===== src/rtl/tlc_lamp_monitor_pkg.sv =====
`default_nettype none
// ============================================================================
//  Module   : tlc_pkg
//  Brief    : Shared light encodings, fault codes and monitor state type for
//             the traffic-light lamp monitor.
//  Revision : 1.0 - initial release
// ============================================================================
package tlc_pkg;

  // One-hot lamp codes: bit2 red, bit1 yellow, bit0 green
  localparam logic [2:0] LIGHT_RED    = 3'b100;
  localparam logic [2:0] LIGHT_YELLOW = 3'b010;
  localparam logic [2:0] LIGHT_GREEN  = 3'b001;
  localparam logic [2:0] LIGHT_OFF    = 3'b000;

  // Fault codes, listed in decreasing priority after FLT_NONE
  localparam logic [1:0] FLT_NONE     = 2'b00;
  localparam logic [1:0] FLT_ILLEGAL  = 2'b01;
  localparam logic [1:0] FLT_CONFLICT = 2'b10;
  localparam logic [1:0] FLT_YELLOW   = 2'b11;

  typedef enum logic [1:0] {
    NORMAL  = 2'd0,
    FLASH   = 2'd1,
    RECOVER = 2'd2
  } mon_state_t;

  // A code is legal only when exactly one lamp is lit
  function automatic logic is_one_hot(input logic [2:0] l);
    return (l == LIGHT_RED) || (l == LIGHT_YELLOW) || (l == LIGHT_GREEN);
  endfunction

endpackage
`default_nettype wire


===== src/rtl/tlc_lamp_monitor_approach_tracker.sv =====
`default_nettype none
// ============================================================================
//  Module   : tlc_approach_tracker
//  Brief    : Per-approach history (previous code, yellow run length) and
//             combinational legality / right-of-way / yellow-phase checks.
//  Revision : 1.0 - initial release
// ============================================================================
module tlc_approach_tracker
  import tlc_pkg::*;
#(
  parameter int MIN_YELLOW = 4
) (
  input  logic       clk,
  input  logic       rst,
  input  logic [2:0] light,
  input  logic       load,
  output logic       legal,
  output logic       not_red,
  output logic       yellow_viol
);

  localparam int YW = $clog2(MIN_YELLOW + 1);
  localparam logic [YW-1:0] YSAT = YW'(MIN_YELLOW);

  logic [2:0]    prev;
  logic [YW-1:0] ycnt;

  assign legal   = is_one_hot(light);
  assign not_red = (light != LIGHT_RED);

  // Short yellow, yellow straight back to green, or green straight to red
  always_comb begin
    yellow_viol = 1'b0;
    if (prev == LIGHT_YELLOW && light != LIGHT_YELLOW && ycnt < YSAT)
      yellow_viol = 1'b1;
    if (prev == LIGHT_YELLOW && light == LIGHT_GREEN)
      yellow_viol = 1'b1;
    if (prev == LIGHT_GREEN && light == LIGHT_RED)
      yellow_viol = 1'b1;
  end

  // History update; load reseeds from the live code with a full yellow count
  // so that returning to service mid-yellow cannot raise a false fault
  always_ff @(posedge clk) begin
    if (rst) begin
      prev <= LIGHT_RED;
      ycnt <= YSAT;
    end else if (load) begin
      prev <= light;
      ycnt <= YSAT;
    end else begin
      prev <= light;
      if (light == LIGHT_YELLOW) begin
        if (prev != LIGHT_YELLOW)
          ycnt <= YW'(1);
        else if (ycnt < YSAT)
          ycnt <= ycnt + YW'(1);
      end else begin
        ycnt <= '0;
      end
    end
  end

endmodule
`default_nettype wire


===== src/rtl/tlc_lamp_monitor.sv =====
`default_nettype none
// ============================================================================
//  Module   : tlc_lamp_monitor
//  Brief    : Safety stage between the controller FSM and the lamp drivers.
//             Forwards lamp codes with one cycle of latency, latches faults
//             and drives flashing all-red until cleared and recovered.
//             Optional macro TLC_MON_STATS_EN adds a saturating fault_count.
//  Revision : 1.0 - initial release
// ============================================================================
module tlc_lamp_monitor
  import tlc_pkg::*;
#(
  parameter int FLASH_HALF = 4,
  parameter int MIN_YELLOW = 4,
  parameter int ALLRED_CYC = 4
) (
  input  logic       clk,
  input  logic       rst,
  input  logic [2:0] north_light,
  input  logic [2:0] east_light,
  input  logic [2:0] south_light,
  input  logic [2:0] west_light,
  input  logic       fault_clr,
  output logic [2:0] lamp_n,
  output logic [2:0] lamp_e,
  output logic [2:0] lamp_s,
  output logic [2:0] lamp_w,
  output logic       fault,
  output logic [1:0] fault_code
`ifdef TLC_MON_STATS_EN
  ,
  output logic [7:0] fault_count
`endif
);

  mon_state_t state;
  logic [7:0] cnt;
  logic       flash_on;

  logic [2:0] light_in [4];
  logic [3:0] legal;
  logic [3:0] not_red;
  logic [3:0] yviol;
  logic       load;

  logic       illegal;
  logic       conflict;
  logic       hard_fault;
  logic [1:0] hard_code;
  logic       yellow_fault;
  logic       enter_flash;

  assign light_in[0] = north_light;
  assign light_in[1] = east_light;
  assign light_in[2] = south_light;
  assign light_in[3] = west_light;

  generate
    for (genvar i = 0; i < 4; i++) begin : g_trk
      tlc_approach_tracker #(
        .MIN_YELLOW (MIN_YELLOW)
      ) u_trk (
        .clk         (clk),
        .rst         (rst),
        .light       (light_in[i]),
        .load        (load),
        .legal       (legal[i]),
        .not_red     (not_red[i]),
        .yellow_viol (yviol[i])
      );
    end
  endgenerate

  // Illegal and conflict checks are live in every state; yellow only matters in NORMAL
  always_comb begin
    logic [2:0] nr_sum;
    nr_sum       = {2'b00, not_red[0]} + {2'b00, not_red[1]}
                 + {2'b00, not_red[2]} + {2'b00, not_red[3]};
    illegal      = ~&legal;
    conflict     = (nr_sum >= 3'd2);
    hard_fault   = illegal | conflict;
    hard_code    = illegal ? FLT_ILLEGAL : FLT_CONFLICT;
    yellow_fault = |yviol;
  end

  // History reload happens on the clean edge that ends the all-red interval
  assign load = (state == RECOVER) && !hard_fault && (cnt == 8'(ALLRED_CYC - 1));

  assign enter_flash = ((state == NORMAL) && (hard_fault || yellow_fault)) ||
                       ((state == RECOVER) && hard_fault);

  // Monitor FSM with registered lamp drive and fault outputs
  always_ff @(posedge clk) begin
    if (rst) begin
      state      <= NORMAL;
      cnt        <= '0;
      flash_on   <= 1'b1;
      lamp_n     <= LIGHT_RED;
      lamp_e     <= LIGHT_RED;
      lamp_s     <= LIGHT_RED;
      lamp_w     <= LIGHT_RED;
      fault      <= 1'b0;
      fault_code <= FLT_NONE;
    end else begin
      case (state)
        NORMAL: begin
          if (hard_fault || yellow_fault) begin
            // Offending code is replaced by all-red at the same edge
            lamp_n     <= LIGHT_RED;
            lamp_e     <= LIGHT_RED;
            lamp_s     <= LIGHT_RED;
            lamp_w     <= LIGHT_RED;
            fault      <= 1'b1;
            fault_code <= hard_fault ? hard_code : FLT_YELLOW;
            state      <= FLASH;
            cnt        <= '0;
            flash_on   <= 1'b1;
          end else begin
            lamp_n <= north_light;
            lamp_e <= east_light;
            lamp_s <= south_light;
            lamp_w <= west_light;
          end
        end
        FLASH: begin
          if (fault_clr && !hard_fault) begin
            lamp_n <= LIGHT_RED;
            lamp_e <= LIGHT_RED;
            lamp_s <= LIGHT_RED;
            lamp_w <= LIGHT_RED;
            state  <= RECOVER;
            cnt    <= '0;
          end else if (cnt == 8'(FLASH_HALF - 1)) begin
            cnt      <= '0;
            flash_on <= ~flash_on;
            lamp_n   <= flash_on ? LIGHT_OFF : LIGHT_RED;
            lamp_e   <= flash_on ? LIGHT_OFF : LIGHT_RED;
            lamp_s   <= flash_on ? LIGHT_OFF : LIGHT_RED;
            lamp_w   <= flash_on ? LIGHT_OFF : LIGHT_RED;
          end else begin
            cnt <= cnt + 8'd1;
          end
        end
        RECOVER: begin
          if (hard_fault) begin
            fault_code <= hard_code;
            state      <= FLASH;
            cnt        <= '0;
            flash_on   <= 1'b1;
          end else if (cnt == 8'(ALLRED_CYC - 1)) begin
            // Lamps stay red on this edge and follow inputs from the next
            state      <= NORMAL;
            fault      <= 1'b0;
            fault_code <= FLT_NONE;
            cnt        <= '0;
          end else begin
            cnt <= cnt + 8'd1;
          end
        end
        default: begin
          state <= NORMAL;
          cnt   <= '0;
        end
      endcase
    end
  end

`ifdef TLC_MON_STATS_EN
  // Saturating count of every entry into flashing
  always_ff @(posedge clk) begin
    if (rst)
      fault_count <= 8'd0;
    else if (enter_flash && fault_count != 8'hFF)
      fault_count <= fault_count + 8'd1;
  end
`else
  logic unused_enter_flash;
  assign unused_enter_flash = enter_flash;
`endif

endmodule
`default_nettype wire

===== config.mk =====
export PLATFORM = sky130hd
export DESIGN_NAME = tlc_lamp_monitor
export DESIGN_NICKNAME = d
export VERILOG_FILES = /design/src/rtl/tlc_lamp_monitor_pkg.sv /design/src/rtl/tlc_lamp_monitor_approach_tracker.sv /design/src/rtl/tlc_lamp_monitor.sv
export SDC_FILE = /design/constraint.sdc
export NUM_CORES = 1
export LEC_CHECK = 0
export CAP_MARGIN = 15
export CORE_MARGIN = 2
export CORE_UTILIZATION = 40
export DETAILED_ROUTE_END_ITERATION = 10
export SYNTH_ARGS = -nofsm -noshare
export SYNTH_HDL_FRONTEND = slang
export SYNTH_SLANG_ARGS = --single-unit

===== constraint.sdc =====
create_clock -name clk -period 5.7 [get_ports clk]
set_input_delay 0.57 -clock clk [delete_from_list [all_inputs] [get_ports clk]]
set_output_delay 0.57 -clock clk [all_outputs]
set_load 0.02 [all_outputs]

==> flow_summary.yaml <==
power_and_ir_drop:
  vdd_drop_max_mv: 0.1467
  power.density_mw_per_mm2: 249.1
  finalPower_mw: 0.7357
  p_leak_nw: 1.183
clock_network:
  cts_hold_buf: 0
  post_cts_buffers: 0
  path_clk_slew_ns: 0.09
  cts_resized: 0
  cts-htree-levels: 2
  cts_tree: "yes"
  clk_path_buf_depth: 2
  cts.sinks: 50
  cts_buffers: 5
  clk_latency_ns: 0.30
  cts-root-buf: "clkbuf_8"
setup_path:
  worst-path-max-fanout: 9
  r2r_slack_ns: 3.43
  regToRegStartpoint: "cnt[3]$_SDFFE_PP0P_"
  max_stage_delay_ns: 0.54
  critPathRequiredTime_ns: 5.86
  ff2ff_path_depth: 6
  crit_buf_inv: 1
  crit_family: "simple AND/OR/NAND/NOR gates"
  critical_path.startpoint_type: "primary input"
  criticalPathCategory: "in2reg"
  slowest_stage: "clkdlybuf4s50_1"
  cp.arrival_ns: 3.47
  end_kind: "register"
  timing.rr.end: "lamp_w[0]$_SDFFE_PP0P_"
  critical_path.cell_chain: "clkdlybuf4s50_1, nor2_1, nand2_1, fa_1, a21oi_2, and4_1, nand2_4, o21ai_1, a2111oi_0"
cells_and_area:
  drive_gt1_share_pct: 9.150
  ff_latch_area_mm2: 0.001001
  area_growth_pct: 16.89
  final_util_pct: 49.00
  multi_input_area_mm2: 0.001401
  final_cell_mix: "dfxtp_1 (50), clkdlybuf4s50_1 (29), nand2_1 (24)"
  final_common_cell: "dfxtp_1"
  fin_cells: 381
  n_antenna_cell: 0
  n_fill_cell: 619
  finalNetCount: 330
placement:
  numPortBuffers: 29
  post-place-cells: 373
  gp_congestion: 0.8767
  dp_hpwl_mm: 4.263
global_route:
  grt_pass1_wl_mm: 9.480
  grt_max_degree: 25
  grt_overflow: 0
  grtUsageMet2_pct: 26.17
  antenna_found_initial: 0
  grt_pass1_vias: 1895
  grtUsageMet1_pct: 23.90
  met3_usage_pct: 3.264
  global_route.peak_usage_layer: "met2"
  grt.total_usage_pct: 16.87
floorplanning:
  core_area_mm2: 0.006026
  die_w_um: 83.47
  initial_core_util_pct: 41.92
  num_rows: 28
  top_level_ports: 30
  die_y_um: 83.47
  dieArea_mm2: 0.006967
logic_synthesis:
  synth-edff-count: 0
  synth_nets: 305
  synth_area_mm2: 0.002526
  ys.warnings.count: 0
  ys.flop_type: "dfxtp_1"
  async_reset_ff_share_pct: 0
  netlist-cell-type-count: 50
  syn_inst: 280
  yosysSeqAreaShare_pct: 39.62
  avgSynthCellArea_um2: 9.022
  synth-seq-cells: 50
outcome:
  outcome: "finished clean"
detailed_routing:
  ant_nets: 0
  dr.pass1.iters: 4
  wl_mm: 5.739
  drc: 0
  vias: 2068
  routed_via_density: 5.428
  drt_iter0_markers: 139
  routedWlPerCell_um: 15.06
sta:
  slew_violations: 0
  timing.hold.ws_ns: 0.4775
  relSlewSlack_pct: 37.56
  rsz0062_at_grt: "no"
  tns_ns: 0
  fin_crit_sh_pct: 58.07
  tightest_slew_ns: 0.9336
  fmax_mhz: 302.1
  fin_skew_ns: 0.007062
  min_period_ns: 3.310
  setup_viol: 0
  finalHoldViolations: 0
worst_hold_path:
  min_to: "lamp_w[2]$_SDFFE_PP1P_"
  min_path_cells: 2
  min_from: "lamp_w[2]$_SDFFE_PP1P_"
  hp-class: "reg2reg"
run:
  cap_violations: 0
[worst max path at each step]
| stage | end | cells past startpoint | start |
|---|---|---|---|
| floorplan | lamp_e[0]$_SDFFE_PP0P_ | 11 | east_light[0] |
| global placement | g_trk[3].u_trk.ycnt[1]$_SDFFE_PP0N_ | 9 | north_light[1] |
| detailed placement | g_trk[3].u_trk.ycnt[0]$_SDFFE_PP0P_ | 9 | north_light[0] |
| CTS | g_trk[3].u_trk.ycnt[1]$_SDFFE_PP0N_ | 9 | north_light[0] |
| global route | g_trk[0].u_trk.ycnt[0]$_SDFFE_PP0P_ | 9 | north_light[1] |
| finish | g_trk[2].u_trk.ycnt[0]$_SDFFE_PP0P_ | 9 | north_light[0] |
[area by class of cell]
cell class,instances,area share (%)
Clock buffer,6,2.458
Multi-Input combinational cell,204,47.46
Clock inverter,2,1.271
Tap cell,75,3.178
Sequential cell,50,33.90
Inverter,15,1.907
Timing Repair Buffer,29,9.831
[registers in the layout, summed over array words and instances (netlist names)]
signal,count
g_trk.u_trk.prev,12
g_trk.u_trk.ycnt,12
cnt,8
lamp_e,3
lamp_n,3
lamp_s,3
lamp_w,3
fault_code,2
state,2
fault,1
flash_on,1
[kinds of logic after synthesis]
| family | after synthesis | synth area share [%] |
|---|---|---|
| AO/OA/AOI/OAI | 73 | 21.45 |
| XOR/XNOR | 4 | 1.387 |
| adder cells (fa/ha/maj) | 10 | 5.250 |
| buffers and inverters | 26 | 4.903 |
| flip-flops | 50 | 39.62 |
| multiplexers | 6 | 2.476 |
| AND/OR/NAND/NOR | 111 | 24.91 |
[cell usage after synthesis (5+ instances only)]
master	number	area, µm²
nor2b_1	10	62.56
nor3_1	11	55.05
a21o_1	5	37.54
ha_1	9	112.6
nand2b_1	5	31.28
a21oi_1	13	65.06
or2_2	6	37.54
nor2_1	23	86.33
dfxtp_1	50	1001
clkbuf_1	7	26.28
a22o_1	16	140.1
inv_1	14	52.55
nand3_1	6	30.03
nand2_1	24	90.09
o21ai_0	17	85.08
[report_power, final]
group	leakage (nW)	switching (mW)	total, mW	internal [mW]
clock	0.0514	0.119	0.250	0.131
combinational	0.722	0.0651	0.113	0.0483
sequential	0.410	0.00932	0.372	0.363
[per-layer routing]
| metal | vias to the layer above | wire length [µm] |
|---|---|---|
| li1 | 1047 | - |
| met1 | 969 | 3011 |
| met2 | 43 | 2464 |
| met3 | 9 | 180 |
| met4 | 0 | 83 |
| met5 | - | 0 |
[tightest hold or removal path: stages, from the launching register on]
cell,delay [ns]
dfxtp_1,0.34
a21oi_1,0.06
nand2_1,0.06
[metrics by stage]
stage	cell area, µm²	setup WS [ns]
detailed placement	2843	2.083
global route	2953	2.163
floorplan	2526	2.965
finish	2953	2.390
CTS	2953	2.403
global placement	2843	2.122
No activity file was read; power rests on OpenSTA's default activity.
